<file path="config.mk">
export PLATFORM = sky130hd
export DESIGN_NAME = pipe_skid_stage
export DESIGN_NICKNAME = d
export VERILOG_FILES = /design/src/rtl/pipe_skid_stage.sv
export SDC_FILE = /design/constraint.sdc
export NUM_CORES = 1
export LEC_CHECK = 0
export ABC_AREA = 1
export CAP_MARGIN = 25
export CORE_MARGIN = 5
export CORE_UTILIZATION = 30
export CTS_CLUSTER_DIAMETER = 200
export DETAILED_ROUTE_END_ITERATION = 10
export PLACE_DENSITY = 0.55
export SYNTH_ARGS = -nofsm -noshare
export SYNTH_HDL_FRONTEND = slang
export SYNTH_SLANG_ARGS = --single-unit
</file>
<file path="constraint.sdc">
create_clock -name clk -period 1.7 [get_ports clk]
set_clock_uncertainty 0.15 [all_clocks]
set_input_delay 0.255 -clock clk [delete_from_list [all_inputs] [get_ports clk]]
set_output_delay 0.255 -clock clk [all_outputs]
set_load 0.01 [all_outputs]
</file>
<file path="src/rtl/pipe_skid_stage.sv">
// rtl/pipe_skid_stage.sv - two-entry pipeline skid stage with flush and gated control
//
// Purpose:
//   Registered valid/ready pipeline stage. The main register drives the
//   outputs. The skid register catches the one entry that can arrive while
//   the downstream is stalled. Because in_ready is registered, there is no
//   combinational path from out_ready to in_ready.
//
// Ports:
//   clk        - single clock, all state updates on its rising edge
//   rst        - synchronous active-high reset; has priority over everything
//   flush      - synchronous kill of all held entries; data registers are kept
//   in_valid   - upstream entry present
//   in_ready   - stage can accept an entry this cycle (registered)
//   in_ctrl    - upstream control field, CTRL_W bits
//   in_data    - upstream data field, DATA_W bits
//   out_valid  - downstream entry present
//   out_ready  - downstream accepts (low = stall)
//   out_ctrl   - downstream control field, zeroed when out_valid=0 and GATE_CTRL=1
//   out_data   - downstream data field
//   occupancy  - number of held entries (0..2)

module pipe_skid_stage #(
  parameter int CTRL_W    = 3,
  parameter int DATA_W    = 101,
  parameter bit GATE_CTRL = 1'b1
) (
  input  logic              clk,
  input  logic              rst,
  input  logic              flush,
  input  logic              in_valid,
  output logic              in_ready,
  input  logic [CTRL_W-1:0] in_ctrl,
  input  logic [DATA_W-1:0] in_data,
  output logic              out_valid,
  input  logic              out_ready,
  output logic [CTRL_W-1:0] out_ctrl,
  output logic [DATA_W-1:0] out_data,
  output logic [1:0]        occupancy
);

  logic              main_valid;
  logic [CTRL_W-1:0] main_ctrl;
  logic [DATA_W-1:0] main_data;
  logic              skid_valid;
  logic [CTRL_W-1:0] skid_ctrl;
  logic [DATA_W-1:0] skid_data;
  logic              in_ready_q;

  logic in_xfer;
  logic out_xfer;
  logic main_free;
  logic main_valid_nxt;
  logic skid_valid_nxt;

  assign in_xfer  = in_valid && in_ready_q;
  assign out_xfer = main_valid && out_ready;

  // The main register may take a new entry when it is empty or is being
  // drained this cycle. The skid register only fills when main is stuck.
  // The case of a skid refill while skid is already full cannot arise,
  // because in_ready is low whenever skid is occupied.
  assign main_free = !main_valid || out_xfer;

  always_comb begin
    main_valid_nxt = main_valid;
    skid_valid_nxt = skid_valid;
    if (main_free) begin
      main_valid_nxt = skid_valid || in_xfer;
      skid_valid_nxt = 1'b0;
    end else begin
      main_valid_nxt = 1'b1;
      skid_valid_nxt = skid_valid || in_xfer;
    end
  end

  always_ff @(posedge clk) begin
    if (rst) begin
      main_valid <= 1'b0;
      main_ctrl  <= '0;
      main_data  <= '0;
      skid_valid <= 1'b0;
      skid_ctrl  <= '0;
      skid_data  <= '0;
      in_ready_q <= 1'b1;
    end else if (flush) begin
      // Only the valid bits drop. The payload registers keep their contents,
      // and the input offered in this cycle is discarded.
      main_valid <= 1'b0;
      skid_valid <= 1'b0;
      in_ready_q <= 1'b1;
    end else begin
      main_valid <= main_valid_nxt;
      skid_valid <= skid_valid_nxt;
      // in_ready is the registered image of the next skid state.
      in_ready_q <= !skid_valid_nxt;
      if (main_free) begin
        if (skid_valid) begin
          main_ctrl <= skid_ctrl;
          main_data <= skid_data;
        end else if (in_xfer) begin
          main_ctrl <= in_ctrl;
          main_data <= in_data;
        end
      end else if (in_xfer) begin
        skid_ctrl <= in_ctrl;
        skid_data <= in_data;
      end
    end
  end

  assign in_ready  = in_ready_q;
  assign out_valid = main_valid;
  assign out_data  = main_data;
  assign out_ctrl  = (GATE_CTRL && !main_valid) ? '0 : main_ctrl;
  assign occupancy = {1'b0, main_valid} + {1'b0, skid_valid};

endmodule

</file>
==> impl_metrics.ini, run 1 <==
[routing]
first_pass_iters = 5
drc = 0
route.met3.wl_mm = 2.010
viasPerCell = 4.311
routedWlPerCell_um = 13.36
drtIter0Drc = 539
wl_met2_mm = 13.11
vias = 9662
routed_wl_mm = 29.95
route.antenna.remaining_nets = 0
top_layer = met5
wl_met1_mm = 14.51

[outcome]
violations = negative setup slack
outcome = finished, violations left

[critical_path]
cp_data_required_time_ps = 1290
cp_slowest_cell = dfxtp_4
critPathLaunchType = register
slowest_delay_ps = 360
crit_top_cell = buf_6
critPathKind = reg -> out
path_cells = buf_6 > buf_6 > nand2_2 > inv_2 > buf_6
critPathMaxFanout = 5
arrival_ps = 1310
crit_path_end_kind = output pin

[die]
die_w_um = 190.4
die_h_um = 190.4
core_um2 = 32370
die_area_um2 = 36250
row_count = 66
initial_utilization = 0.3016
io-pin-count = 217

[final_layout]
area_delta_synth_final_pct = 39.47
layout-drive-gt1-share = 0.06504
num-nets-final = 1892
fin_area_um2 = 13620
n_antenna_cell = 0

[timing]
finalHoldViolCount = 0
rsz0062_at_grt = yes
setup_violations = 1
clock.fmax_ghz = 0.5825
setup_slack_ps = -16.83
relSlewSlack = 0.7916
drv_slew = 0
worst_slew_pin_slew_ps = 312.6
fin_crit_ps = 1717
period_share = 1.010

[power]
comb_power_share = 0.135
clkPwrFrac = 0.430
switching_power_w = 0.003100
internal_power_w = 0.009053
sw_frac_of_total = 0.2551
p_leak_nw = 6.751
total_power_w = 0.01215
p_per_area_nw_per_um2 = 892.5
ir_drop_v = 0.0005348
seq_power_share = 0.434

[placed_design]
place_area_um2 = 12580
gp_congestion = 0.7319
port_buffers = 216
hpwl_mm = 18.68

[clocking]
cts_inserted_buffers = 25
cts_root_buf = clkbuf_16
path_clk_slew_ps = 60
postCtsHoldBufs = 0
htreeDepth = 1
insertion_delay_ps = 510
clk_path_buf_depth = 3
cts.sinks = 211
cts_tree = done

[synthesis]
yosysSeqAreaShare = 0.4327
synth_area_leaders = dfxtp_1 43%, nand2_1 16%, nor2_1 16%
yosysUniqueCellTypes = 14
ys_top_cells_by_count = 425 x nand2_1, 419 x nor2_1, 214 x inv_1
async_flop_share = 0
yosys.area.top_type = dfxtp_1
synth_area_per_cell_um2 = 6.164
synth_nets = 1694
yosysTopAreaCellShare = 0.4327
synth_edf_count = 0
synth_area_um2 = 9763
synth_warnings = 0
yosysMostFrequentCell = nand2_1
netlist_instances = 1584
ys.flop_type = dfxtp_1
synth-seq-cells = 211

[global_routing]
grt_pass1_vias = 9095
gr-usage-all-layers = 0.1513
grt_max_degree = 135
grt_pass1_wl_mm = 46.35
grt_overflow_total = 0
antenna_found_initial = 1

[min_path]
holdCritPathClass = in -> reg

[flow_run]
max_cap_viol_count = 0
critical path, delay by kind of cell, from the launching register on:
kind | cells | cell delay [ps]
buffers and inverters | 4 | 390
flip-flops | 1 | 360
AND/OR/NAND/NOR | 1 | 50
power groups by stage:
stage / sequential [W] / combinational, W / clock [W]
floorplan: 0.00546 / 0.000762 / 0
global placement: 0.00539 / 0.00173 / 0
detailed placement: 0.00540 / 0.00173 / 0
CTS: 0.00528 / 0.00163 / 0.00540
global route: 0.00531 / 0.00186 / 0.00564
finish: 0.00528 / 0.00164 / 0.00523
registers in the layout, indices dropped and copies added, names as in the netlist:
signal      cells
skid_valid      1
out_data      101
skid_ctrl       3
in_ready        1
main_ctrl       3
out_valid       1
skid_data     101
area by class of cell:
class	count	area, um2
inverters	217	820.8
repair buffers	272	2919
fillers	3443	18750
multi-input cells	1055	4285
clock buffers	38	775.7
flip-flops and latches	211	4233
clock inverters	6	30.03
well taps	442	553.0
cell families after synthesis:
group                    count (synthesis)  share of synthesized area
buffers and inverters                  318                     0.1334
adder cells (fa/ha/maj)                  1                   0.001281
flip-flops                             211                     0.4327
AO/OA/AOI/OAI                          104                    0.05331
AND/OR/NAND/NOR                        950                     0.3793
placed cells by master (no fill, tap or decap), drive strengths merged:
master / n
ha: 1
nand3: 105
nor3: 1
dfxtp: 211
clkdlybuf4s50: 108
clkbuf: 47
o21ai: 104
clkinv: 7
dlygate4sd2: 102
buf: 53
inv: 216
nor2: 419
nand2: 425
path summary, 6_finish.rpt:
kind / start / to / slack, ps / cells past startpoint
max: out_valid / out_ctrl[0] / -20 / 5
min reg2reg: skid_data[11] / skid_data[11] / 320 / 2
max reg2reg: out_valid / skid_data[5] / 30 / 8
min: in_data[28] / skid_data[28] / 250 / 5
per-stage QoR:
stage | utilization | TNS [ps] | cells | setup WS [ps] | hold slack, ps
final | 0.4206 | -16.83 | 2241 | -16.83 | 252.5
after global routing | 0.4206 | -1980 | 2241 | -70.53 | 259.0
after CTS | 0.4106 | -63.83 | 2227 | -60.12 | 226.4
after detailed placement | 0.3887 | -40130 | 2180 | -258.3 | 306.8
after global placement | 0.3887 | -38560 | 2180 | -256.8 | 299.1
after floorplan | - | 0 | 1584 | 229.8 | 270.8
per-layer routing:
metal,vias up,global-route usage
li1,5088,-
met1,4323,0.2054
met2,220,0.2469
met3,29,0.03918
met4,2,0.02652
met5,-,0
repair_timing:
action | 4_1_cts | 5_1_grt
endpoints found under the setup margin | 202 | 160
gates resized for setup | 132 | 23
setup buffers | 3 | 4
cloned | 0 | 10
pin swaps | 2 | 1
(Power assumes the default switching activity.)
==> run 2, diff against run 1 <==
--- a/config.mk
+++ b/config.mk
@@ -6,12 +6,13 @@
 export NUM_CORES = 1
 export LEC_CHECK = 0
 export ABC_AREA = 1
-export CAP_MARGIN = 25
+export CAP_MARGIN = 20
 export CORE_MARGIN = 5
 export CORE_UTILIZATION = 30
 export CTS_CLUSTER_DIAMETER = 200
 export DETAILED_ROUTE_END_ITERATION = 10
 export PLACE_DENSITY = 0.55
+export SLEW_MARGIN = 20
 export SYNTH_ARGS = -nofsm -noshare
 export SYNTH_HDL_FRONTEND = slang
 export SYNTH_SLANG_ARGS = --single-unit
==> results of run 2 <==
Same layout as run 1: the final DEF is identical, and so are final timing and power.
==> run 3, diff against run 2 <==
--- a/config.mk
+++ b/config.mk
@@ -7,11 +7,15 @@
 export LEC_CHECK = 0
 export ABC_AREA = 1
 export CAP_MARGIN = 20
+export CELL_PAD_IN_SITES_DETAIL_PLACEMENT = 0
+export CELL_PAD_IN_SITES_GLOBAL_PLACEMENT = 1
 export CORE_MARGIN = 5
 export CORE_UTILIZATION = 30
+export CTS_BUF_LIST = sky130_fd_sc_hd__clkbuf_4
 export CTS_CLUSTER_DIAMETER = 200
 export DETAILED_ROUTE_END_ITERATION = 10
-export PLACE_DENSITY = 0.55
+export MAX_ROUTING_LAYER = met4
+export PLACE_DENSITY = 0.74
 export SLEW_MARGIN = 20
 export SYNTH_ARGS = -nofsm -noshare
 export SYNTH_HDL_FRONTEND = slang
==> run 3 against run 2 <==
Against the previous run:
- critical path depth is 3 lower
- non-clock buffer count shrank 7
- count of clock-buffer cells in the layout is 56 higher
- core utilization fell by 1.4 points
- routed wire length decreased by 2.7%
- cell area shrank 3.3%
- the run still ends with negative setup slack left
- cell count grew 2.6%
- global-route usage is 0.80 points higher
- sequential share of layout area rose by 1.4 points
- critical path type unchanged
- setup slack worse by 73 ps
- total power decreased by 5.0%
- fmax shrank 4.1%
==> impl_metrics.ini, run 3 (synthesized netlist as in run 1, its figures left out) <==
[outcome]
outcome = finished, violations left
violations = negative setup slack

[timing]
holdWs_ps = 99.45
relSlewSlack = 0.7184
setup_slack_ps = -90.32
drv_slew = 0
rsz0062_at_grt = yes
setup_violations = 5
setup_tns_ps = -344.1
finalHoldViolCount = 0
fin_crit_ps = 1790
worst_slew_pin_slew_ps = 422.4
clock.fmax_ghz = 0.5586
period_share = 1.053

[final_layout]
nFillCells = 3536
layout_common_cells = 419 x nand2_1, 418 x nor2_1, 211 x inv_1
area_delta_synth_final_pct = 34.88
final_common_cell = nand2_1
multiInputGateArea_um2 = 4305
num-nets-final = 1919
seq_area_um2 = 4278
layout-drive-gt1-share = 0.1644

[power]
p_per_area_nw_per_um2 = 876.7
ir_drop_v = 0.0003960
comb_power_share = 0.140
p_leak_nw = 6.529
seq_power_share = 0.458
switching_power_w = 0.003150
sw_frac_of_total = 0.2729
total_power_w = 0.01155
clkPwrFrac = 0.401
internal_power_w = 0.008395

[critical_path]
cp_data_required_time_ps = 1290
rrSetupSlack_ps = 130
r2r_cells = 5
arrival_ps = 1390
r2r_start = skid_valid
critPathKind = reg -> out
cp-startpoint = out_valid
crit_family = flip-flops
critPathMaxFanout = 3
worst-path-stages = 2
cp.buffers_inverters = 1
crit_path_end_kind = output pin
critPathLaunchType = register
endpoint = occupancy[0]
slowest_delay_ps = 370
path_cells = ha_4 > buf_6
rr_endpoint = out_data[37]
cp_slowest_cell = dfxtp_4

[placed_design]
gp_congestion = 0.7683
port_buffers = 216
hpwl_mm = 18.81

[clocking]
htreeDepth = 2
clk_path_buf_depth = 3
cts.sinks = 211
cts_inserted_buffers = 59
postCtsHoldBufs = 0
path_clk_slew_ps = 70
cts_tree = done
insertion_delay_ps = 670
cts_root_buf = clkbuf_4

[global_routing]
grt_max_degree = 97
grt_overflow_total = 0
grt_pass1_vias = 9338
gr-usage-all-layers = 0.1593
antenna_found_initial = 2
grt_pass1_wl_mm = 47.15

[routing]
first_pass_iters = 4
viasPerCell = 4.277
vias = 9833
routed_wl_mm = 29.13
routedWlPerCell_um = 12.67
route.antenna.remaining_nets = 0
drtIter0Drc = 464
drc = 0

[die]
core_um2 = 32370
die_w_um = 190.4
die_area_um2 = 36250
initial_utilization = 0.3016
row_count = 66
io-pin-count = 217
die_h_um = 190.4

[min_path]
hp-start = in_data[19]
holdCritPathClass = in -> reg

[flow_run]
max_cap_viol_count = 0
## run 3: cell types whose count changed in the layout (fill, tap and decap cells not counted), sizes merged
cell and change:
clkdlybuf4s15 +13, inv +1, dlygate4sd2 -102, clkbuf +56, buf +82, diode +2, clkinv +6
## run 3: area by class of cell
| class | instances | area share |
|---|---|---|
| multi-input cells | 1055 | 0.3269 |
| well taps | 442 | 0.04200 |
| flip-flops and latches | 211 | 0.3248 |
| repair buffers | 265 | 0.1857 |
| clock inverters | 13 | 0.003705 |
| inverters | 217 | 0.06280 |
| diodes | 2 | 0.0003800 |
| clock buffers | 94 | 0.05359 |
## run 3: repair_timing
item | in CTS | in global routing
setup buffers | 3 | 0
endpoints found under the setup margin | 215 | 128
gates resized for setup | 435 | 45
pin swaps | 5 | 1
gates cloned | 0 | 1
## run 3: worst min path at each step
stage / endpoint / slack [ps] / cells past startpoint
floorplan: out_valid / 270 / 3
global placement: skid_data[0] / 300 / 2
detailed placement: skid_data[72] / 310 / 2
CTS: skid_data[19] / 9 / 5
global route: skid_data[19] / 60 / 5
finish: skid_data[19] / 100 / 5
## run 3: worst reg2reg max path: stages, from the launching register on
cell and delay [ps]:
dfxtp_4 370, buf_4 160, buf_6 340, o21ai_0 250, nor2_1 140, nor2_1 50
## run 3: stage by stage
| stage | instances | setup slack, ps | util | cell area [um2] |
|---|---|---|---|---|
| final | 2299 | -90.32 | 0.4068 | 13170 |
| after global placement | 2186 | -340.1 | 0.3909 | 12650 |
| after detailed placement | 2186 | -307.7 | 0.3909 | 12650 |
| after global routing | 2299 | -210.8 | 0.4068 | 13170 |
| after CTS | 2296 | -173.4 | 0.4077 | 13200 |
| after floorplan | 1584 | 229.8 | - | 9763 |
## run 3: power by group through the flow
stage | registers (W) | clock network [W] | logic, W
2_1_floorplan | 0.00546 | 0 | 0.000762
3_3_place_gp | 0.00539 | 0 | 0.00176
3_5_place_dp | 0.00539 | 0 | 0.00176
4_1_cts | 0.00529 | 0.00485 | 0.00166
5_1_grt | 0.00532 | 0.00510 | 0.00182
6_report | 0.00529 | 0.00463 | 0.00162
## run 3: routing by layer
| metal | GRT usage | share of wire | up-vias |
|---|---|---|---|
| met1 | 0.2062 | 0.48 | 4353 |
| met5 | - | 0 | - |
| met2 | 0.2508 | 0.44 | 249 |
| met4 | 0.04309 | 0.016 | 0 |
| met3 | 0.03826 | 0.062 | 51 |
| li1 | - | - | 5180 |
